### src/rtl/alu_sequencer_pkg.sv
`default_nettype none
// ============================================================================
// Module      : alu_sequencer_pkg
// Description : Shared opcode, ALU operation, FSM state and instruction
//               layout definitions for the ALU sequencer slice.
// Revision    : 1.0 - initial release
// ============================================================================
package alu_sequencer_pkg;

  // Instruction opcodes, bits [15:12]
  localparam logic [3:0] OPC_ADD  = 4'h0;
  localparam logic [3:0] OPC_SUB  = 4'h1;
  localparam logic [3:0] OPC_SHL  = 4'h2;
  localparam logic [3:0] OPC_SHR  = 4'h3;
  localparam logic [3:0] OPC_MOV  = 4'h4;
  localparam logic [3:0] OPC_MOVI = 4'h5;
  localparam logic [3:0] OPC_JMP  = 4'h6;
  localparam logic [3:0] OPC_JZ   = 4'h7;
  localparam logic [3:0] OPC_JC   = 4'h8;
  localparam logic [3:0] OPC_JN   = 4'h9;
  localparam logic [3:0] OPC_HALT = 4'hF;

  // ALU operation codes driven on alu_op
  localparam logic [3:0] ALU_ADD = 4'h0;
  localparam logic [3:0] ALU_SUB = 4'h1;
  localparam logic [3:0] ALU_SHL = 4'h2;
  localparam logic [3:0] ALU_SHR = 4'h3;
  localparam logic [3:0] ALU_MOV = 4'h4;

  // Sequencer FSM state encodings
  localparam logic [2:0] S_IDLE   = 3'd0;
  localparam logic [2:0] S_FETCH  = 3'd1;
  localparam logic [2:0] S_DECODE = 3'd2;
  localparam logic [2:0] S_EXEC   = 3'd3;
  localparam logic [2:0] S_WB     = 3'd4;
  localparam logic [2:0] S_HALT   = 3'd5;

  localparam int NUM_REGS = 4;

  typedef logic [7:0] word_t;

  // Instruction layout: [15:12] opcode, [11:10] rd, [9:8] rs, [7:0] imm
  typedef struct packed {
    logic [3:0] opc;
    logic [1:0] rd;
    logic [1:0] rs;
    logic [7:0] imm;
  } instr_t;

  // Opcodes 0..5 go through the ALU; everything else retires in DECODE
  function automatic logic is_alu_opc(input logic [3:0] opc);
    return (opc <= OPC_MOVI);
  endfunction

  // MOVI reuses the ALU move path with the immediate on operand B
  function automatic logic [3:0] alu_op_of(input logic [3:0] opc);
    return (opc == OPC_MOVI) ? ALU_MOV : opc;
  endfunction

endpackage
`default_nettype wire

### src/rtl/alu_sequencer_if.sv
`default_nettype none
// ============================================================================
// Module      : alu_sequencer_if
// Description : Instruction-memory fetch and ALU handshake bundle. The
//               sequencer is the master; memory/ALU side is the slave.
// Revision    : 1.0 - initial release
// ============================================================================
interface alu_sequencer_if #(
  parameter int PC_W = 8
);
  logic            imem_req;
  logic [PC_W-1:0] imem_addr;
  logic [15:0]     imem_rdata;
  logic            imem_ack;
  logic [3:0]      alu_op;
  logic [7:0]      alu_a;
  logic [7:0]      alu_b;
  logic [7:0]      alu_result;
  logic            alu_zero;
  logic            alu_carry;
  logic            alu_neg;

  modport master (
    output imem_req, imem_addr, alu_op, alu_a, alu_b,
    input  imem_rdata, imem_ack, alu_result, alu_zero, alu_carry, alu_neg
  );

  modport slave (
    input  imem_req, imem_addr, alu_op, alu_a, alu_b,
    output imem_rdata, imem_ack, alu_result, alu_zero, alu_carry, alu_neg
  );
endinterface
`default_nettype wire

### src/rtl/alu_sequencer_regfile.sv
`default_nettype none
// ============================================================================
// Module      : seq_regfile
// Description : 4x8 register file, one write port, two read ports and a
//               debug read port, asynchronous active-high reset.
// Revision    : 1.0 - initial release
// ============================================================================
module seq_regfile
  import alu_sequencer_pkg::*;
(
  input  wire logic       clk,
  input  wire logic       rst,
  input  wire logic       i_we,
  input  wire logic [1:0] i_waddr,
  input  wire word_t      i_wdata,
  input  wire logic [1:0] i_raddr_a,
  input  wire logic [1:0] i_raddr_b,
  input  wire logic [1:0] i_dbg_sel,
  output word_t           o_rdata_a,
  output word_t           o_rdata_b,
  output word_t           o_dbg_val
);

  word_t r_mem [NUM_REGS];

  // Storage: clear on reset, single write port
  always_ff @(posedge clk or posedge rst) begin
    if (rst) begin
      for (int i = 0; i < NUM_REGS; i++) r_mem[i] <= '0;
    end else if (i_we) begin
      r_mem[i_waddr] <= i_wdata;
    end
  end

  assign o_rdata_a = r_mem[i_raddr_a];
  assign o_rdata_b = r_mem[i_raddr_b];
  assign o_dbg_val = r_mem[i_dbg_sel];

endmodule
`default_nettype wire

### src/rtl/alu_sequencer.sv
`default_nettype none
// ============================================================================
// Module      : alu_sequencer
// Description : Fetch/decode/execute/writeback controller driving an 8-bit
//               ALU. Owns PC, 4x8 register file, latched flags and branches.
//               Optional macro SEQ_TRACE_EN adds a retirement trace port.
// Revision    : 1.0 - initial release
// ============================================================================
module alu_sequencer
  import alu_sequencer_pkg::*;
#(
  parameter int         PC_W    = 8,
  parameter logic [3:0] IDLE_OP = 4'b1111
)(
  input  wire logic        clk,
  input  wire logic        rst,
  input  wire logic        start,
  alu_sequencer_if.master  bus,
  output logic             busy,
  output logic             halted,
  input  wire logic [1:0]  dbg_sel,
  output word_t            dbg_val
`ifdef SEQ_TRACE_EN
  ,
  output logic             trace_valid,
  output logic [PC_W-1:0]  trace_pc,
  output logic [15:0]      trace_instr
`endif
);

  logic [2:0]      r_state;
  logic [PC_W-1:0] r_pc;
  instr_t          r_instr;
  logic            r_z, r_c, r_n;
  logic            r_req;
  logic [3:0]      r_op;
  word_t           r_a, r_b;
  logic            r_busy, r_halted;

  word_t           w_rd_val, w_rs_val;
  logic            w_we;
  logic            w_taken;
  logic [PC_W-1:0] w_pc_inc, w_target;

  assign w_we     = (r_state == S_WB);
  assign w_pc_inc = r_pc + PC_W'(1);
  assign w_target = PC_W'(r_instr.imm);

  seq_regfile u_regfile (
    .clk       (clk),
    .rst       (rst),
    .i_we      (w_we),
    .i_waddr   (r_instr.rd),
    .i_wdata   (bus.alu_result),
    .i_raddr_a (r_instr.rd),
    .i_raddr_b (r_instr.rs),
    .i_dbg_sel (dbg_sel),
    .o_rdata_a (w_rd_val),
    .o_rdata_b (w_rs_val),
    .o_dbg_val (dbg_val)
  );

  // Branch decision against the flags latched by the last writeback
  always_comb begin
    w_taken = 1'b0;
    case (r_instr.opc)
      OPC_JMP: w_taken = 1'b1;
      OPC_JZ:  w_taken = r_z;
      OPC_JC:  w_taken = r_c;
      OPC_JN:  w_taken = r_n;
      default: w_taken = 1'b0;
    endcase
  end

  // Main sequencer FSM; every bus-facing output is a register
  always_ff @(posedge clk or posedge rst) begin
    if (rst) begin
      r_state  <= S_IDLE;
      r_pc     <= '0;
      r_instr  <= '0;
      r_z      <= 1'b1;
      r_c      <= 1'b0;
      r_n      <= 1'b0;
      r_req    <= 1'b0;
      r_op     <= IDLE_OP;
      r_a      <= '0;
      r_b      <= '0;
      r_busy   <= 1'b0;
      r_halted <= 1'b0;
    end else begin
      case (r_state)
        S_IDLE, S_HALT: begin
          // Restart from HALT keeps registers and flags, only PC rewinds
          if (start) begin
            r_pc     <= '0;
            r_req    <= 1'b1;
            r_busy   <= 1'b1;
            r_halted <= 1'b0;
            r_state  <= S_FETCH;
          end
        end
        S_FETCH: begin
          if (bus.imem_ack) begin
            r_instr <= instr_t'(bus.imem_rdata);
            r_req   <= 1'b0;
            r_state <= S_DECODE;
          end
        end
        S_DECODE: begin
          if (is_alu_opc(r_instr.opc)) begin
            r_op    <= alu_op_of(r_instr.opc);
            r_a     <= w_rd_val;
            r_b     <= (r_instr.opc == OPC_MOVI) ? r_instr.imm : w_rs_val;
            r_state <= S_EXEC;
          end else if (r_instr.opc == OPC_HALT) begin
            r_busy   <= 1'b0;
            r_halted <= 1'b1;
            r_state  <= S_HALT;
          end else begin
            // Branches and NOPs both retire here; NOPs never take
            r_pc    <= w_taken ? w_target : w_pc_inc;
            r_req   <= 1'b1;
            r_state <= S_FETCH;
          end
        end
        S_EXEC: begin
          r_op    <= IDLE_OP;
          r_state <= S_WB;
        end
        S_WB: begin
          r_z <= bus.alu_zero;
          r_c <= bus.alu_carry;
          // The ALU only refreshes its negative flag on subtraction
          if (r_instr.opc == OPC_SUB) r_n <= bus.alu_neg;
          r_pc    <= w_pc_inc;
          r_req   <= 1'b1;
          r_state <= S_FETCH;
        end
        default: begin
          r_req    <= 1'b0;
          r_busy   <= 1'b0;
          r_halted <= 1'b0;
          r_state  <= S_IDLE;
        end
      endcase
    end
  end

  assign bus.imem_req  = r_req;
  assign bus.imem_addr = r_pc;
  assign bus.alu_op    = r_op;
  assign bus.alu_a     = r_a;
  assign bus.alu_b     = r_b;
  assign busy          = r_busy;
  assign halted        = r_halted;

`ifdef SEQ_TRACE_EN
  logic            r_tr_valid;
  logic [PC_W-1:0] r_tr_pc;
  logic [15:0]     r_tr_instr;

  // Retirement trace: capture at fetch, pulse in DECODE or WB
  always_ff @(posedge clk or posedge rst) begin
    if (rst) begin
      r_tr_valid <= 1'b0;
      r_tr_pc    <= '0;
      r_tr_instr <= '0;
    end else begin
      r_tr_valid <= 1'b0;
      if (r_state == S_FETCH && bus.imem_ack) begin
        r_tr_pc    <= r_pc;
        r_tr_instr <= bus.imem_rdata;
        r_tr_valid <= !is_alu_opc(bus.imem_rdata[15:12]);
      end else if (r_state == S_EXEC) begin
        r_tr_valid <= 1'b1;
      end
    end
  end

  assign trace_valid = r_tr_valid;
  assign trace_pc    = r_tr_pc;
  assign trace_instr = r_tr_instr;
`endif

endmodule
`default_nettype wire

### src/flat_wrapper.sv
// flat-port wrapper written by rule: the top's interface ports become plain ports
module alu_sequencer_flat import alu_sequencer_pkg::*;
#(
  parameter int         PC_W    = 8,
  parameter logic [3:0] IDLE_OP = 4'b1111
)
  (clk, rst, start, busy, halted, dbg_sel, dbg_val, bus_imem_req, bus_imem_addr, bus_alu_op, bus_alu_a, bus_alu_b, bus_imem_rdata, bus_imem_ack, bus_alu_result, bus_alu_zero, bus_alu_carry, bus_alu_neg);
  alu_sequencer_if #(.PC_W(PC_W)) bus_i ();
  input  wire logic clk;
  input  wire logic rst;
  input  wire logic start;
  output logic busy;
  output logic halted;
  input  wire logic [1:0] dbg_sel;
  output word_t dbg_val;
  output wire logic [$bits(bus_i.imem_req)-1:0] bus_imem_req;
  output wire logic [$bits(bus_i.imem_addr)-1:0] bus_imem_addr;
  output wire logic [$bits(bus_i.alu_op)-1:0] bus_alu_op;
  output wire logic [$bits(bus_i.alu_a)-1:0] bus_alu_a;
  output wire logic [$bits(bus_i.alu_b)-1:0] bus_alu_b;
  input wire logic [$bits(bus_i.imem_rdata)-1:0] bus_imem_rdata;
  input wire logic [$bits(bus_i.imem_ack)-1:0] bus_imem_ack;
  input wire logic [$bits(bus_i.alu_result)-1:0] bus_alu_result;
  input wire logic [$bits(bus_i.alu_zero)-1:0] bus_alu_zero;
  input wire logic [$bits(bus_i.alu_carry)-1:0] bus_alu_carry;
  input wire logic [$bits(bus_i.alu_neg)-1:0] bus_alu_neg;
  assign bus_imem_req = bus_i.imem_req;
  assign bus_imem_addr = bus_i.imem_addr;
  assign bus_alu_op = bus_i.alu_op;
  assign bus_alu_a = bus_i.alu_a;
  assign bus_alu_b = bus_i.alu_b;
  assign bus_i.imem_rdata = bus_imem_rdata;
  assign bus_i.imem_ack = bus_imem_ack;
  assign bus_i.alu_result = bus_alu_result;
  assign bus_i.alu_zero = bus_alu_zero;
  assign bus_i.alu_carry = bus_alu_carry;
  assign bus_i.alu_neg = bus_alu_neg;
  alu_sequencer #(.PC_W(PC_W), .IDLE_OP(IDLE_OP)) u_core (.clk(clk), .rst(rst), .start(start), .bus(bus_i), .busy(busy), .halted(halted), .dbg_sel(dbg_sel), .dbg_val(dbg_val));
endmodule
### config.mk
export PLATFORM = sky130hd
export DESIGN_NAME = alu_sequencer_flat
export DESIGN_NICKNAME = d
export VERILOG_FILES = /design/src/rtl/alu_sequencer_pkg.sv /design/src/rtl/alu_sequencer_if.sv /design/src/rtl/alu_sequencer_regfile.sv /design/src/rtl/alu_sequencer.sv /design/src/flat_wrapper.sv
export SDC_FILE = /design/constraint.sdc
export NUM_CORES = 1
export LEC_CHECK = 0
export BUFFER_PORTS_ARGS = -buffer_cell sky130_fd_sc_hd__buf_2
export CORE_MARGIN = 4
export CORE_UTILIZATION = 33
export DETAILED_ROUTE_END_ITERATION = 7
export MAX_ROUTING_LAYER = met4
export PLACE_DENSITY = 0.62
export SYNTH_ARGS = -nofsm -noshare
export SYNTH_HDL_FRONTEND = slang
export SYNTH_SLANG_ARGS = --single-unit
### constraint.sdc
create_clock -name clk -period 5.6 [get_ports clk]
set_input_delay 1.68 -clock clk [delete_from_list [all_inputs] [get_ports clk]]
set_output_delay 1.68 -clock clk [all_outputs]
set_load 0.02 [all_outputs]
==> results of run 1 <==
==> worst paths after layout <==
path	endpoint	slack, ns
setup / recovery	dbg_val[7]	1.24
hold / removal	u_core.bus.alu_a[4]	0.47
setup reg to reg	u_core.bus.imem_addr[1]	2.58
hold reg to reg	u_core.bus.alu_a[4]	0.47
max in group asynchronous	u_core.bus.alu_op[0]	3.13
min in group asynchronous	u_core.bus.alu_a[2]	1.47
==> Yosys cell counts (4+ instances only) <==
master / count / share of area [%]
dfrtp_1: 80 / 45
nand2_1: 62 / 5.2
mux2_2: 50 / 13
mux4_2: 24 / 12
o21ai_0: 19 / 2.1
nor2_1: 13 / 1.1
clkbuf_1: 10 / 0.84
inv_1: 9 / 0.76
o22ai_1: 8 / 1.1
buf_2: 7 / 0.79
a21oi_1: 5 / 0.56
dfstp_2: 5 / 3.0
o31ai_1: 5 / 0.84
nand3_1: 4 / 0.45
nor2b_1: 4 / 0.56
o211ai_1: 4 / 0.68
==> sequential cells by signal (all words and copies together) (netlist names) <==
name and flops:
u_core.bus.alu_a 8, u_core.bus.alu_b 8, u_core.bus.alu_op 4, u_core.bus.imem_addr 8, u_core.bus.imem_req 1, u_core.busy 1, u_core.halted 1, u_core.r_c 1
u_core.r_instr 8, u_core.r_n 1, u_core.r_state 3, u_core.r_z 1, u_core.u_regfile.r_mem 32, u_core.w_target 8
==> critical path: cells and delay by family <==
family	cells	cell delay, ns
buffers and inverters	2	0.44
muxes	1	0.55
==> where the power goes <==
group / total [µW] / leakage, µW / internal [µW] / switching, µW
Clock: 630 / 0.000155 / 357 / 272
Sequential: 1270 / 0.00104 / 892 / 383
Combinational: 1160 / 0.00110 / 608 / 551
==> per-layer routing <==
metal,up-vias,track usage [%]
met1,1671,21.2
met2,123,25.4
li1,1504,-
met4,0,6.71
met3,20,4.27
met5,-,-
==> cell type report <==
type	instances	share of cell area, %
multi-input combinational	255	41.5
sequential	85	40.7
timing repair buffer	73	7.06
clock buffer	9	4.29
tap	176	4.20
clock inverter	7	1.67
inverter	9	0.668
==> logic make-up after synthesis <==
family	count (synthesis)	share of synthesized area [%]
buffers and inverters	30	3.15
XOR/XNOR	3	0.591
adder cells (fa/ha/maj)	1	0.281
AND/OR/NAND/NOR	106	11.6
AO/OA/AOI/OAI	69	11.1
multiplexers	76	25.3
flip-flops	85	48.0
==> stage by stage <==
step | power (µW) | worst slack, ns
6_report | 3060 | 1.24
5_1_grt | 3250 | 1.19
4_1_cts | 3090 | 1.23
3_5_place_dp | 2450 | 1.23
3_3_place_gp | 2410 | 1.26
2_1_floorplan | 2090 | 1.21
==> cells in the final DEF (no fill, tap or decap), types with 3 or more instances in the layout <==
cell type / instances
a211o_1: 3
a211oi_1: 3
a21oi_1: 5
a31oi_1: 3
buf_2: 71
clkbuf_16: 9
dfrtp_1: 80
dfstp_2: 5
inv_1: 8
inv_6: 3
mux2_2: 50
mux4_2: 24
nand2_1: 62
nand3_1: 4
nor2_1: 13
nor2b_1: 4
o211ai_1: 4
o21ai_0: 19
o22ai_1: 8
o31ai_1: 5
o32a_1: 3
==> impl_metrics.py, run 1 <==
metrics = {
    "clocking": {
        "root_buffer": "clkbuf_16",
        "hold_buffers": 0,
        "clkSlewWorstSetupHoldPaths_ns": 0.06,
        "clockBufferDepth": 2,
        "postCtsSetupBuffers": 0,
        "cts.sinks": 85,
        "cts_buffers": 9,
        "clk_latency_ns": 0.36,
        "ctsResizeCount": 0,
        "cts_max_level": 3,
        "tritoncts": "done",
    },
    "worst_setup_path": {
        "critical_path.endpoint_type": "output port",
        "cp_common_cell": "buf_2",
        "cp.arrival_ns": 2.68,
        "slowest_stage": "mux4_2",
        "worstPathRequired_ns": 3.92,
        "cp_max_fo": 8,
        "crit_type": "input pin to output port",
        "critPathMaxStageDelay_ns": 0.55,
        "r2r-start": "u_core.r_state[1]",
        "crit_path_start": "dbg_sel[1]",
        "worstSetupStartpointType": "input pin",
        "crit_chain": "buf_2 > mux4_2 > buf_2",
        "rr_worst_depth": 4,
    },
    "yosys": {
        "yosysWarningCount": 0,
        "synth_nets": 404,
        "yosys.cell_types.count": 56,
        "ys_dominant_reg_cell": "dfrtp_1",
        "syn_avg_cell_area_um2": 12.0,
        "synthCells": 370,
        "synth_seq_cells": 85,
        "synth_edf_count": 0,
        "synthArstFlopShare_pct": 100,
        "syn-cell-area_um2": 4450,
        "yosysSeqAreaShare_pct": 48.0,
    },
    "drt": {
        "wl_met1_mm": 4.93,
        "via_per_inst": 5.40,
        "routed_wl_mm": 11.8,
        "drtPass1Iterations": 4,
        "drc_errors": 0,
        "wl_met3_um": 778,
        "top_layer": "met4",
        "drt_iter0_drc": 273,
        "via_count": 3318,
        "ant_nets": 0,
        "met2_length_mm": 5.77,
        "wl_per_cell_um": 19.2,
    },
    "floorplan": {
        "chipWidth_um": 124,
        "pin_count": 72,
        "die_height_um": 124,
        "initial_core_util_pct": 33.6,
        "core-area_um2": 13200,
        "fp-row-count": 42,
        "dieArea_um2": 15400,
    },
    "sta": {
        "setup_violations": 0,
        "finClkSkew_ns": 0.00952,
        "hold_slack_ns": 0.467,
        "slew_headroom_pct": 29.9,
        "worst_pin_slew_ns": 1.05,
        "layout_min_cycle_time_ns": 4.36,
        "tns_ns": 0,
        "finalCritPeriodShare_pct": 77.8,
        "rsz0062_at_grt": "no",
        "finalHoldViolations": 0,
        "slew_viol_final": 0,
        "max_freq_mhz": 230,
    },
    "finish": {
        "final_util_pct": 39.6,
        "fillerInstances": 1323,
        "num-nets-final": 467,
        "finish.instance_area_um2": 5250,
        "multiInputGateArea_um2": 2170,
        "seqCellArea_um2": 2130,
        "instances_no_fill": 614,
        "syn2layout_area_growth_pct": 17.9,
        "drive_gt1_share_pct": 41.3,
        "diodes": 0,
    },
    "min_path": {
        "worstHoldPathType": "flop to flop",
        "worstHoldPathCells": 2,
        "min_from": "u_core.bus.alu_a[4]",
    },
    "place": {
        "numPortBuffers": 71,
        "postPlaceCellArea_um2": 4930,
        "routabilityCongestion": 0.833,
        "hpwl_mm": 8.45,
        "place_inst": 598,
    },
    "flow_run": {
        "cap_violations": 0,
    },
    "power_and_ir_drop": {
        "peakVddDrop_uv": 253,
        "p_leak_uw": 0.00229,
        "p_per_area_nw_per_um2": 584,
    },
    "global_routing": {
        "grt.total_usage_pct": 16.6,
        "antenna_found_initial": 0,
        "first_global_vias": 3364,
        "grt_pass1_wl_mm": 18.7,
        "grt_max_degree": 52,
        "grt_overflow_total": 0,
    },
    "outcome": {
        "run_status": "completed",
    },
}
Power figures use the tool's default switching activity.
==> run 2, diff against run 1 <==
Settings changed: ABC_AREA set to 1.
Clock period 5.6 ns to 4.37 ns, I/O delays scaled along.
==> run 2 against run 1 <==
Against the previous run:
- clock power is 10% higher
- wire length is 4.4% higher
- sequential cell count stayed put
- largest cell class is now flip-flops and latches
- sequential share of layout area is 0.64 points higher
- hold slack worse by 0.0051 ns
- sequential power is 25% higher
- non-clock buffer count stayed put
==> impl_metrics.py, run 2 <==
metrics = {
    "outcome": {
        "run_status": "completed",
    },
    "drt": {
        "via_count": 4137,
        "via_per_inst": 5.02,
        "ant_nets": 0,
        "wl_per_cell_um": 14.9,
        "drtPass1Iterations": 5,
        "routed_wl_mm": 12.3,
        "drc_errors": 0,
        "drt_iter0_drc": 414,
    },
    "worst_setup_path": {
        "reg2reg_slack_ns": 2.36,
        "worstSetupStartpointType": "input pin",
        "crit_type": "input pin to output port",
        "cp_max_fo": 17,
        "critical_path.endpoint_type": "output port",
        "cp.arrival_ns": 2.28,
        "crit_chain": "buf_2 > inv_1 > o21ai_0 > o22ai_1 > buf_2",
        "cpLargestDelayFamily": "buffers and inverters",
        "critPathMaxStageDelay_ns": 0.33,
        "cp_common_cell": "buf_2",
        "slowest_stage": "inv_1",
        "worstPathRequired_ns": 3.06,
        "critPathBufInv": 3,
    },
    "clocking": {
        "hold_buffers": 0,
        "ctsResizeCount": 0,
        "cts_buffers": 9,
        "cts.sinks": 85,
        "clkSlewWorstSetupHoldPaths_ns": 0.06,
        "clk_latency_ns": 0.34,
        "cts_max_level": 3,
        "postCtsSetupBuffers": 0,
        "clockBufferDepth": 2,
        "tritoncts": "done",
        "root_buffer": "clkbuf_16",
    },
    "yosys": {
        "yosysWarningCount": 0,
        "synth_seq_cells": 85,
        "synthMostInstantiatedCell": "nand2_1",
        "synth_nets": 612,
        "yosys.cell_types.count": 35,
        "syn-cell-area_um2": 4420,
        "yosysSeqAreaShare_pct": 48.2,
        "synthTopCellsByArea": "dfrtp_1, nand2_1, nor2_1, o21ai_0, a21oi_1",
        "yosysTopAreaCell": "dfrtp_1",
        "synthArstFlopShare_pct": 100,
        "synth_top_cell_area_share_pct": 45.2,
        "syn_avg_cell_area_um2": 7.65,
        "synth_edf_count": 0,
        "synthCells": 578,
        "synth_commonest_cells": "nand2_1, dfrtp_1, nor2_1, o21ai_0, a21oi_1",
        "ys_dominant_reg_cell": "dfrtp_1",
    },
    "finish": {
        "regMostFlops": "u_core.u_regfile.r_mem",
        "fillerInstances": 1362,
        "final_cell_mix": "nand2_1, dfrtp_1, nor2_1, buf_2, o21ai_0",
        "num-nets-final": 677,
        "instances_no_fill": 824,
        "diodes": 0,
        "final_common_cell": "nand2_1",
        "largest_reg_flops": 32,
        "syn2layout_area_growth_pct": 16.7,
        "seqCellArea_um2": 2130,
        "multiInputGateArea_um2": 2010,
        "drive_gt1_share_pct": 19.3,
    },
    "floorplan": {
        "chipWidth_um": 124,
        "initial_core_util_pct": 33.5,
        "dieArea_um2": 15300,
        "fp-row-count": 42,
        "die_height_um": 124,
        "pin_count": 72,
        "core-area_um2": 13200,
    },
    "global_routing": {
        "grt_overflow_total": 0,
        "grt_max_degree": 36,
        "grt.total_usage_pct": 17.2,
        "antenna_found_initial": 0,
        "grt_pass1_wl_mm": 20.0,
        "first_global_vias": 3836,
    },
    "place": {
        "place_inst": 808,
        "numPortBuffers": 71,
        "routabilityCongestion": 0.865,
        "hpwl_mm": 9.13,
    },
    "sta": {
        "finalCritPeriodShare_pct": 82.2,
        "max_freq_mhz": 278,
        "finClkSkew_ns": 0.00847,
        "layout_min_cycle_time_ns": 3.59,
        "tns_ns": 0,
        "rsz0062_at_grt": "no",
        "slew_headroom_pct": 34.5,
        "slew_viol_final": 0,
        "setup_violations": 0,
        "finalHoldViolations": 0,
        "worst_pin_slew_ns": 0.980,
    },
    "power_and_ir_drop": {
        "peakVddDrop_uv": 267,
        "p_leak_uw": 0.00260,
        "p_per_area_nw_per_um2": 761,
    },
    "min_path": {
        "worstHoldPathType": "flop to flop",
    },
    "flow_run": {
        "cap_violations": 0,
    },
}
-- run 2: final cells by class --
type	count	share of cell area, %
Sequential cell	85	41.3
Tap cell	176	4.26
Clock inverter	2	0.194
Timing Repair Buffer	73	7.17
Clock buffer	14	4.92
Multi-Input combinational cell	430	38.9
Inverter	44	3.27
-- run 2: logic make-up (layout without fill, tap and decap cells) --
group	Yosys count	count (layout)	synth area share [%]
flip-flops	85	85	48.2
multiplexers	2	2	0.509
adder cells (fa/ha/maj)	1	1	0.283
buffers and inverters	63	133	6.39
XOR/XNOR	2	2	0.396
AO/OA/AOI/OAI	123	123	15.7
AND/OR/NAND/NOR	302	302	28.5
-- run 2: through the flow --
step	setup slack (ns)	instance area (µm²)	hold slack, ns	total power (µW)	util, %
6_report	0.778	5160	0.462	3930	39.2
5_1_grt	0.647	5160	0.490	4250	39.2
4_1_cts	0.778	5160	0.466	3940	39.2
3_5_place_dp	0.785	4900	0.455	3230	37.2
3_3_place_gp	0.879	4900	0.454	3170	37.2
2_1_floorplan	0.874	4420	0.448	2720	-
-- run 2: worst register-to-register path: stages, from the launching register on --
cell     delay (ns)
dfrtp_1        0.43
inv_2          0.13
nand2_2        0.09
nor2_2         0.48
nand2_1        0.49
o21ai_0        0.30
-- run 2: final timing paths --
check                                     startpoint                          to  cells after the start
worst max-delay path                      dbg_sel[0]                  dbg_val[3]                      5
worst min-delay path            u_core.bus.alu_op[3]        u_core.bus.alu_op[3]                      2
worst max register to register     u_core.r_state[0]   u_core.u_regfile.r_mem[9]                      5
worst min register to register  u_core.bus.alu_op[3]        u_core.bus.alu_op[3]                      2
max in group asynchronous                        rst  u_core.u_regfile.r_mem[23]                      3
min in group asynchronous                        rst         u_core.bus.alu_b[6]                      2
-- run 2: report_power, final --
group | switching (µW) | internal [µW]
logic | 1060 | 587
clock network | 294 | 400
registers | 420 | 1170
total | 1780 | 2150
-- run 2: metal layers --
layer  routed length [µm]  global-route usage, %  vias to the layer above
met2                 5450                   25.1                      156
met1                 5750                   24.5                     1945
li1                     -                      -                     2016
met4                  242                   6.23                        0
met5                    0                      -                        -
met3                  866                   2.36                       20
